### src/rtl/case_convert_stream.sv
// case_convert_stream
//   Streaming ASCII case converter. Each beat carries LANES bytes; letters
//   (a-z / A-Z) in kept lanes are converted according to mode, and every
//   other byte passes through unchanged. Conversion happens on accept, so the
//   output stage (main register plus one skid register) always holds
//   already-converted beats. A saturating counter tracks how many bytes were
//   actually changed.
//
// Ports
//   clk, rst        single rising-edge clock, synchronous active-high reset
//   mode            00 pass, 01 upper, 10 lower, 11 toggle (sampled on accept)
//   in_valid/ready  input handshake; in_ready is a flop
//   in_data/keep    input beat; lane i = in_data[8i+7:8i], keep bit i
//   out_valid/ready output handshake
//   out_data/keep   converted beat and its keep mask
//   cnt_clr         clear the changed-byte counter (wins over an accept)
//   chg_cnt         saturating count of bytes whose value changed
//
// Handshake: a beat moves on a rising edge where valid & ready are both 1.
// valid never depends on ready; once out_valid is asserted, out_data and
// out_keep hold until the beat is taken.

module case_convert_stream #(
    parameter int LANES = 4,
    parameter int CNT_W = 16
) (
    input  logic               clk,
    input  logic               rst,
    input  logic [1:0]         mode,
    input  logic               in_valid,
    output logic               in_ready,
    input  logic [8*LANES-1:0] in_data,
    input  logic [LANES-1:0]   in_keep,
    output logic               out_valid,
    input  logic               out_ready,
    output logic [8*LANES-1:0] out_data,
    output logic [LANES-1:0]   out_keep,
    input  logic               cnt_clr,
    output logic [CNT_W-1:0]   chg_cnt
);

    localparam int INC_W = $clog2(LANES + 1);
    localparam int EXT_W = ((CNT_W > INC_W) ? CNT_W : INC_W) + 1;
    localparam logic [CNT_W-1:0] CNT_MAX = '1;

    typedef enum logic [1:0] {
        EMPTY = 2'd0,
        ONE   = 2'd1,
        TWO   = 2'd2
    } occ_t;

    occ_t state;
    occ_t state_next;

    logic [8*LANES-1:0] conv_data;
    logic [LANES-1:0]   changed;
    logic [INC_W-1:0]   inc;
    logic [EXT_W-1:0]   cnt_ext;

    logic [8*LANES-1:0] skid_data;
    logic [LANES-1:0]   skid_keep;

    logic accept;
    logic emit;
    logic load_main_conv;
    logic load_main_skid;
    logic load_skid;

    // Returns 1 when bit 5 of the byte must be inverted for this mode.
    function automatic logic lane_flip(input logic [7:0] b, input logic [1:0] m);
        logic letter;
        letter = ((b >= 8'h41) && (b <= 8'h5A)) || ((b >= 8'h61) && (b <= 8'h7A));
        case (m)
            2'b01:   lane_flip = letter & b[5];
            2'b10:   lane_flip = letter & ~b[5];
            2'b11:   lane_flip = letter;
            default: lane_flip = 1'b0;
        endcase
    endfunction

    assign out_valid = (state != EMPTY);
    assign accept    = in_valid & in_ready;
    assign emit      = out_valid & out_ready;

    // Conversion only ever touches bit 5 of kept lanes, so a lane changed
    // exactly when its flip condition holds.
    always_comb begin
        conv_data = in_data;
        changed   = '0;
        for (int i = 0; i < LANES; i++) begin
            if (in_keep[i] && lane_flip(in_data[8*i +: 8], mode)) begin
                conv_data[8*i+5] = ~in_data[8*i+5];
                changed[i]       = 1'b1;
            end
        end
    end

    always_comb begin
        inc = '0;
        for (int i = 0; i < LANES; i++) begin
            inc = inc + INC_W'(changed[i]);
        end
        cnt_ext = EXT_W'(chg_cnt) + EXT_W'(inc);
    end

    // Occupancy FSM and register load selects.
    always_comb begin
        state_next     = state;
        load_main_conv = 1'b0;
        load_main_skid = 1'b0;
        load_skid      = 1'b0;
        case (state)
            EMPTY: begin
                if (accept) begin
                    state_next     = ONE;
                    load_main_conv = 1'b1;
                end
            end
            ONE: begin
                if (accept && emit) begin
                    load_main_conv = 1'b1;
                end else if (accept) begin
                    state_next = TWO;
                    load_skid  = 1'b1;
                end else if (emit) begin
                    state_next = EMPTY;
                end
            end
            TWO: begin
                if (emit) begin
                    state_next     = ONE;
                    load_main_skid = 1'b1;
                end
            end
            default: state_next = EMPTY;
        endcase
    end

    always_ff @(posedge clk) begin
        if (rst) begin
            state    <= EMPTY;
            in_ready <= 1'b0;
        end else begin
            state    <= state_next;
            in_ready <= (state_next != TWO);
        end
    end

    always_ff @(posedge clk) begin
        if (rst) begin
            out_data  <= '0;
            out_keep  <= '0;
            skid_data <= '0;
            skid_keep <= '0;
        end else begin
            if (load_main_conv) begin
                out_data <= conv_data;
                out_keep <= in_keep;
            end else if (load_main_skid) begin
                out_data <= skid_data;
                out_keep <= skid_keep;
            end
            if (load_skid) begin
                skid_data <= conv_data;
                skid_keep <= in_keep;
            end
        end
    end

    // Clear takes priority over a same-cycle accept.
    always_ff @(posedge clk) begin
        if (rst || cnt_clr) begin
            chg_cnt <= '0;
        end else if (accept) begin
            if (cnt_ext > EXT_W'(CNT_MAX)) begin
                chg_cnt <= CNT_MAX;
            end else begin
                chg_cnt <= cnt_ext[CNT_W-1:0];
            end
        end
    end

endmodule

### config.mk
export PLATFORM = sky130hd
export DESIGN_NAME = case_convert_stream
export DESIGN_NICKNAME = d
export VERILOG_FILES = /design/src/rtl/case_convert_stream.sv
export SDC_FILE = /design/constraint.sdc
export NUM_CORES = 1
export LEC_CHECK = 0
export BUFFER_PORTS_ARGS = -buffer_cell sky130_fd_sc_hd__buf_2
export CAP_MARGIN = 15
export CELL_PAD_IN_SITES_DETAIL_PLACEMENT = 0
export CELL_PAD_IN_SITES_GLOBAL_PLACEMENT = 1
export CORE_ASPECT_RATIO = 1.4
export CORE_MARGIN = 2
export CORE_UTILIZATION = 42
export DETAILED_ROUTE_END_ITERATION = 12
export HOLD_SLACK_MARGIN = 0.15
export PLACE_DENSITY = 0.85
export RECOVER_POWER = 100
export SLEW_MARGIN = 30
export SYNTH_ARGS = -nofsm -noshare
export SYNTH_HDL_FRONTEND = slang
export SYNTH_SLANG_ARGS = --single-unit
### constraint.sdc
create_clock -name clk -period 6.25 [get_ports clk]
set_clock_uncertainty 0.1 [all_clocks]
set_input_delay 0.625 -clock clk [delete_from_list [all_inputs] [get_ports clk]]
set_output_delay 0.625 -clock clk [all_outputs]
set_load 0.05 [all_outputs]
Word-level counts from Yosys, hierarchy flattened

Cells that the tools add are included.

Memories: 0
Bits in registers: 91
Latch bits: 0
Input port bits: 43
ROM bits: 0
Memory bits (writable): 0
Output and inout bits: 54
Word-level logic and storage cells: 99

Bitwise logic cells: 14
Add/sub/neg operators: 4
Shifts and indexed selects: 0
Div/mod/pow operators: 0
Multiply operators: 0
Equality and inequality tests: 6
Order comparisons: 17
Reduce and logical (&&, ||, !) cells: 21
Multiplexer cells: 30

Operator list:

| kind                                                            | number |
|---|---|
| >= comparator 8 x 7 -> 1 bit, second input constant             | 8 |
| less-or-equal comparator 8 x 7 -> 1 bit, second input constant  | 8 |
| two-way mux 32 bit                                              | 2 |
| adder 16 x 3 -> 17 bit                                          | 1 |
| greater-than comparator 17 x 16 -> 1 bit, second input constant | 1 |
| two-way mux 16 bit                                              | 1 |
| two-way mux 1 bit                                               | 14 |
| logical AND 1 bit                                               | 13 |
| case mux 1 bit (3 select lines)                                 | 4 |
| bitwise AND 1 bit                                               | 10 |
| two-way mux 2 bit                                               | 5 |
| two-way mux 4 bit                                               | 2 |
| equality test 2 bit, second input constant                      | 3 |
| case mux 2 bit (3 select lines)                                 | 1 |
| logical OR 1 bit                                                | 5 |
| equality test 2 x 1 -> 1 bit, second input constant             | 2 |
| NOT 1 bit                                                       | 4 |
| nonzero test 2 bit                                              | 2 |
| adder 2 x 1 -> 3 bit                                            | 1 |
| adder 3 x 1 -> 3 bit                                            | 1 |
| adder 1 x 1 -> 2 bit                                            | 1 |
| logical NOT 2 bit                                               | 1 |
| inequality test 2 bit, second input constant                    | 1 |
| case mux 1 bit (2 select lines)                                 | 1 |

Depth between registers and ports, before layout

Word-level depth: 13
Depth in mapped cells: 13
Depth with buffers taken out: 13

Least setup slack after synthesis

No wires, ideal clock.

Path kind: input to register
Start point: input mode[0]
End point: register chg_cnt[15]
Path slack: 2.441 ns
Data required time: 6.022 ns
Buffers on the path: 0
Data arrival time: 3.580 ns
Stages: 13
Library setup time: 0.128 ns
Path through: inv_1 -> ha_1 -> xor2_1 -> a21oi_1 -> or3_1 -> fa_1 -> inv_1 -> fa_1 -> fa_1 -> nand3_1 -> nor2_1 -> nor4b_1 -> nor3_1

Longest elaborated chain between the ends: 10
Elaborated cells between the ends (all ways): 21
Those cells by class: add/sub (4); order compare (1); eq/ne (3); mux (9); reduce/logical (4)

Ends and longest elaborated chain:

| element                                                                    | line | RTL |
|---|---|---|
| start: declaration                                                         | 29   | `input logic [1:0] mode,` |
| equality test 2 bit / equality test 2 x 1 -> 1 bit (equally long branches) | 73   | `case (m)` |
| case mux 1 bit (3 select lines)                                            | 73   |  |
| logical AND 1 bit                                                          | 91   | `if (in_keep[i] && lane_flip(in_data[8*i +: 8], mode)) begin` |
| two-way mux 1 bit                                                          | 91   |  |
| adder 1 x 1 -> 2 bit                                                       | 101  | `inc = inc + INC_W'(changed[i]);` |
| adder 2 x 1 -> 3 bit                                                       | 101  |  |
| adder 3 x 1 -> 3 bit *                                                     | 101  |  |
| adder 16 x 3 -> 17 bit *                                                   | 103  | `cnt_ext = EXT_W'(chg_cnt) + EXT_W'(inc);` |
| greater-than comparator 17 x 16 -> 1 bit                                   | 175  | `if (cnt_ext > EXT_W'(CNT_MAX)) begin` |
| two-way mux 16 bit *                                                       | 175  |  |
| end signal: assignment                                                     | 178  | `chg_cnt <= cnt_ext[CNT_W-1:0];` |
| end: declaration                                                           | 39   | `output logic [CNT_W-1:0] chg_cnt` |

Every way passes the cells marked *; elsewhere a longest branch is shown, timed or not.
A chain may end at the register's enable or synchronous reset.

==> run_results.csv <==
group,metric,value,unit
power,switch_share,27.4,%
yosys,synth_top_area_cell,"dfxtp_1",
yosys,mappedNetlistArea,4290,um^2
sta,timing.final.max_slew_violations,83,
place,gp_routability_congestion,0.901,
global_route,globalRoute.totalOverflow,0,
hold_path,min_delay_worst_endpoint,"skid_data[23]",
power,p_int,0.00102,W
critical_path,rr_worst_depth,9,
clock_tree,cts_tree,"yes",
yosys,share_of_the_synthesized_area_in_the_top_cell_type,42.4,%
detailed_routing,via_count,4263,
die,core_region_area,9950,um^2
flow_run,maxCapViolations,1,
critical_path,r2r_end,"chg_cnt[6]",
yosys,synth_ff_type,"dfxtp_1",
global_route,groute.usage.overall,21.7,%
yosys,synth_enable_flop_cells,0,
critical_path,criticalPathCategory,"input port to flop",
critical_path,rr_startpoint,"chg_cnt[0]",
hold_path,timing.hold.worst_path_depth,2,
sta,grt_setup_unrepaired,"false",
detailed_routing,wirelength,11700,um
yosys,yosys_warnings,0,
yosys,postSynthRegisterBits,91,
sta,max_slew_margin,-136,%
sta,setup-tns-final,0,ns
sta,report.final.setup_viol,0,
finish,antenna_cells,0,
die,die_area,11100,um^2
hold_path,min-delay-start,"skid_data[23]",
yosys,postSynthAreaPerCell,7.86,um^2
clock_tree,postCtsResizedCells,0,
power,net-switching-power,0.000385,W
clock_tree,clockBufferDepth,2,
place,numPortBuffers,96,
run_status,failed_checks,"capacitance limit, slew limit",
power,pwr_density_cell,276,nW/um^2
power,vdd_ir_drop_max,0.167,mV
global_route,grt_start_max_net_pins,83,
global_route,antenna_found_initial,0,
critical_path,crit_path_max_fanout,82,
power,total_leakage_power,1.75,nW
clock_tree,clkLatencyLatePin,0.34,ns
place,place_inst,749,
finish,design.final.nets,675,
yosys,async_reset_ff_share,0,%
die,die_h,124,um
die,fp.dieW,89.4,um
clock_tree,cts.root.buffer_cell,"clkbuf_16",
critical_path,crit_required,6.36,ns
die,num_rows,43,
hold_path,hold_class,"flop to flop",
clock_tree,clock_sink_count,91,
sta,tightestPinTransition,3.55,ns
clock_tree,post_cts_hold_buffer_count,0,
yosys,ys_seq_area_share,42.4,%
power,power.sequential.fraction,43.8,%
detailed_routing,wl_per_cell,15.3,um
yosys,syn_nets,596,
die,initial_core_util,43.1,%
clock_tree,clk_pin_slew,0.06,ns
die,floorplan.io_pins,97,
detailed_routing,ant_nets,0,
finish,area_delta_synth_final,18.5,%
detailed_routing,drc,0,
critical_path,cp-end-kind,"flop",
global_route,grt_pass1_wl,18700,um
sta,finalHoldViolations,0,
run_status,outcome,"finished, violations left",
sta,max_freq,229,MHz
critical_path,critical_path.startpoint_type,"input port",
power,power.share.combinational,13.6,%
yosys,post_synth_main_area_contributors,"dfxtp_1, nand2_1, a311oi_1, a21oi_1, nor2_1",
detailed_routing,drt_first_iter_violations,301,
finish,finalNonFillerCells,765,
critical_path,reg2reg_setup_slack,2.98,ns
detailed_routing,drt_pass1_iterations,5,
global_route,grt_pass1_vias,3852,
clock_tree,htree_num_levels,3,
detailed_routing,vias_per_inst,5.57,
clock_tree,postCtsSetupRepairBufs,0,
yosys,synth_cell_types,46,
finish,n_fill_cell,1048,
sta,period_minus_slack,4.36,ns
place,place.detailed.hpwl,7950,um
critical_path,worst_ep_arrival_time,4.47,ns
clock_tree,cts_inserted_buffers,9,
finish,fraction_of_layout_instances_using_a_drive_strength_above_1,10.5,%
sta,period_utilisation_layout,69.8,%
power,power.share.clock,42.6,%
yosys,synth_cells,546,
synthesized netlist by cell type, drive strengths merged (3+ instances only):
cell	number
nor4	7
clkbuf	20
inv	10
a311oi	38
and2	3
o211ai	4
fa	3
or4	8
nand4b	4
o31ai	4
o2111ai	4
a31oi	7
nand3	7
nor3	15
o2bb2ai	4
buf	14
and4	3
nor2	52
xor2	5
dfxtp	91
o21ai	8
and3	3
nand2	142
ha	4
a21oi	56
nand4	9
worst max path at each step:
stage,startpoint,end,cells past startpoint
global placement,mode[0],chg_cnt[15],14
global route,rst,out_data[29],5
detailed placement,mode[0],chg_cnt[15],14
CTS,mode[0],chg_cnt[15],14
floorplan,mode[0],chg_cnt[15],13
finish,rst,out_data[29],5
per-layer routing:
metal / wire (um) / share of wire (%) / global-route usage (%) / up-vias
li1: - / - / - / 2117
met1: 5070 / 43 / 27.6 / 1994
met2: 5710 / 49 / 36.1 / 137
met3: 738 / 6.3 / 4.37 / 15
met4: 196 / 1.7 / 8.12 / 0
met5: 0 / 0 / 0 / -
through the flow:
step	util (%)	power, W	area (um^2)	hold slack, ns	worst slack, ns
4_1_cts	52.0	0.00142	5170	0.357	2.38
3_3_place_gp	48.7	0.000822	4840	0.342	2.11
3_5_place_dp	48.7	0.000824	4840	0.347	2.03
2_1_floorplan	-	0.000763	4290	0.337	2.44
6_report	51.1	0.00141	5090	0.355	1.89
5_1_grt	51.1	0.00145	5090	0.372	1.50
power groups by stage:
stage                logic, W  registers [W]  clock network [W]
global route         0.000208       0.000618           0.000628
global placement     0.000195       0.000627                  0
CTS                  0.000197       0.000615           0.000609
detailed placement   0.000197       0.000627                  0
floorplan           0.0000724       0.000690                  0
finish               0.000192       0.000615           0.000599
cell type report:
cell class | instances | area [um^2] | area share, %
Clock buffer | 12 | 256 | 5.04
Clock inverter | 4 | 72.6 | 1.43
Inverter | 10 | 37.5 | 0.738
Multi-Input combinational cell | 411 | 2280 | 44.7
Sequential cell | 91 | 1820 | 35.8
Tap cell | 135 | 169 | 3.32
Timing Repair Buffer | 102 | 453 | 8.91
sequential cells by signal, indices dropped and copies added, names as in the netlist:
register / count
chg_cnt: 16
in_ready: 1
out_data: 32
out_keep: 4
skid_data: 32
skid_keep: 4
state: 2
placed cells by master, fill, tap and decap left out, types with 7 or more instances in the layout:
cell / netlist / final
nor2_1: 52 / 52
o21ai_0: 8 / 8
clkbuf_1: 20 / 57
inv_1: 10 / 10
a21oi_1: 56 / 56
nand2_1: 142 / 142
or4_1: 8 / 8
a311oi_1: 38 / 38
nand4_1: 9 / 9
nor3_1: 15 / 15
buf_2: 8 / 41
a31oi_1: 7 / 7
clkbuf_16: 0 / 9
dfxtp_1: 91 / 91
worst max-delay path, cell delays in order:
cell,delay [ns]
buf_2,0.07
clkbuf_1,2.47
inv_1,0.76
o2111ai_1,0.35
nand4b_1,0.12
logic make-up after synthesis:
| family | synth area share [%] |
|---|---|
| xor gates and xnor gates | 1.02 |
| DFF | 42.4 |
| buffers and inverters | 4.26 |
| adders and majority gates | 2.56 |
| and+or+nand+nor | 29.2 |
| AOI/OAI and AO/OA | 20.0 |
| muxes | 0.466 |
(Power assumes the default switching activity.)
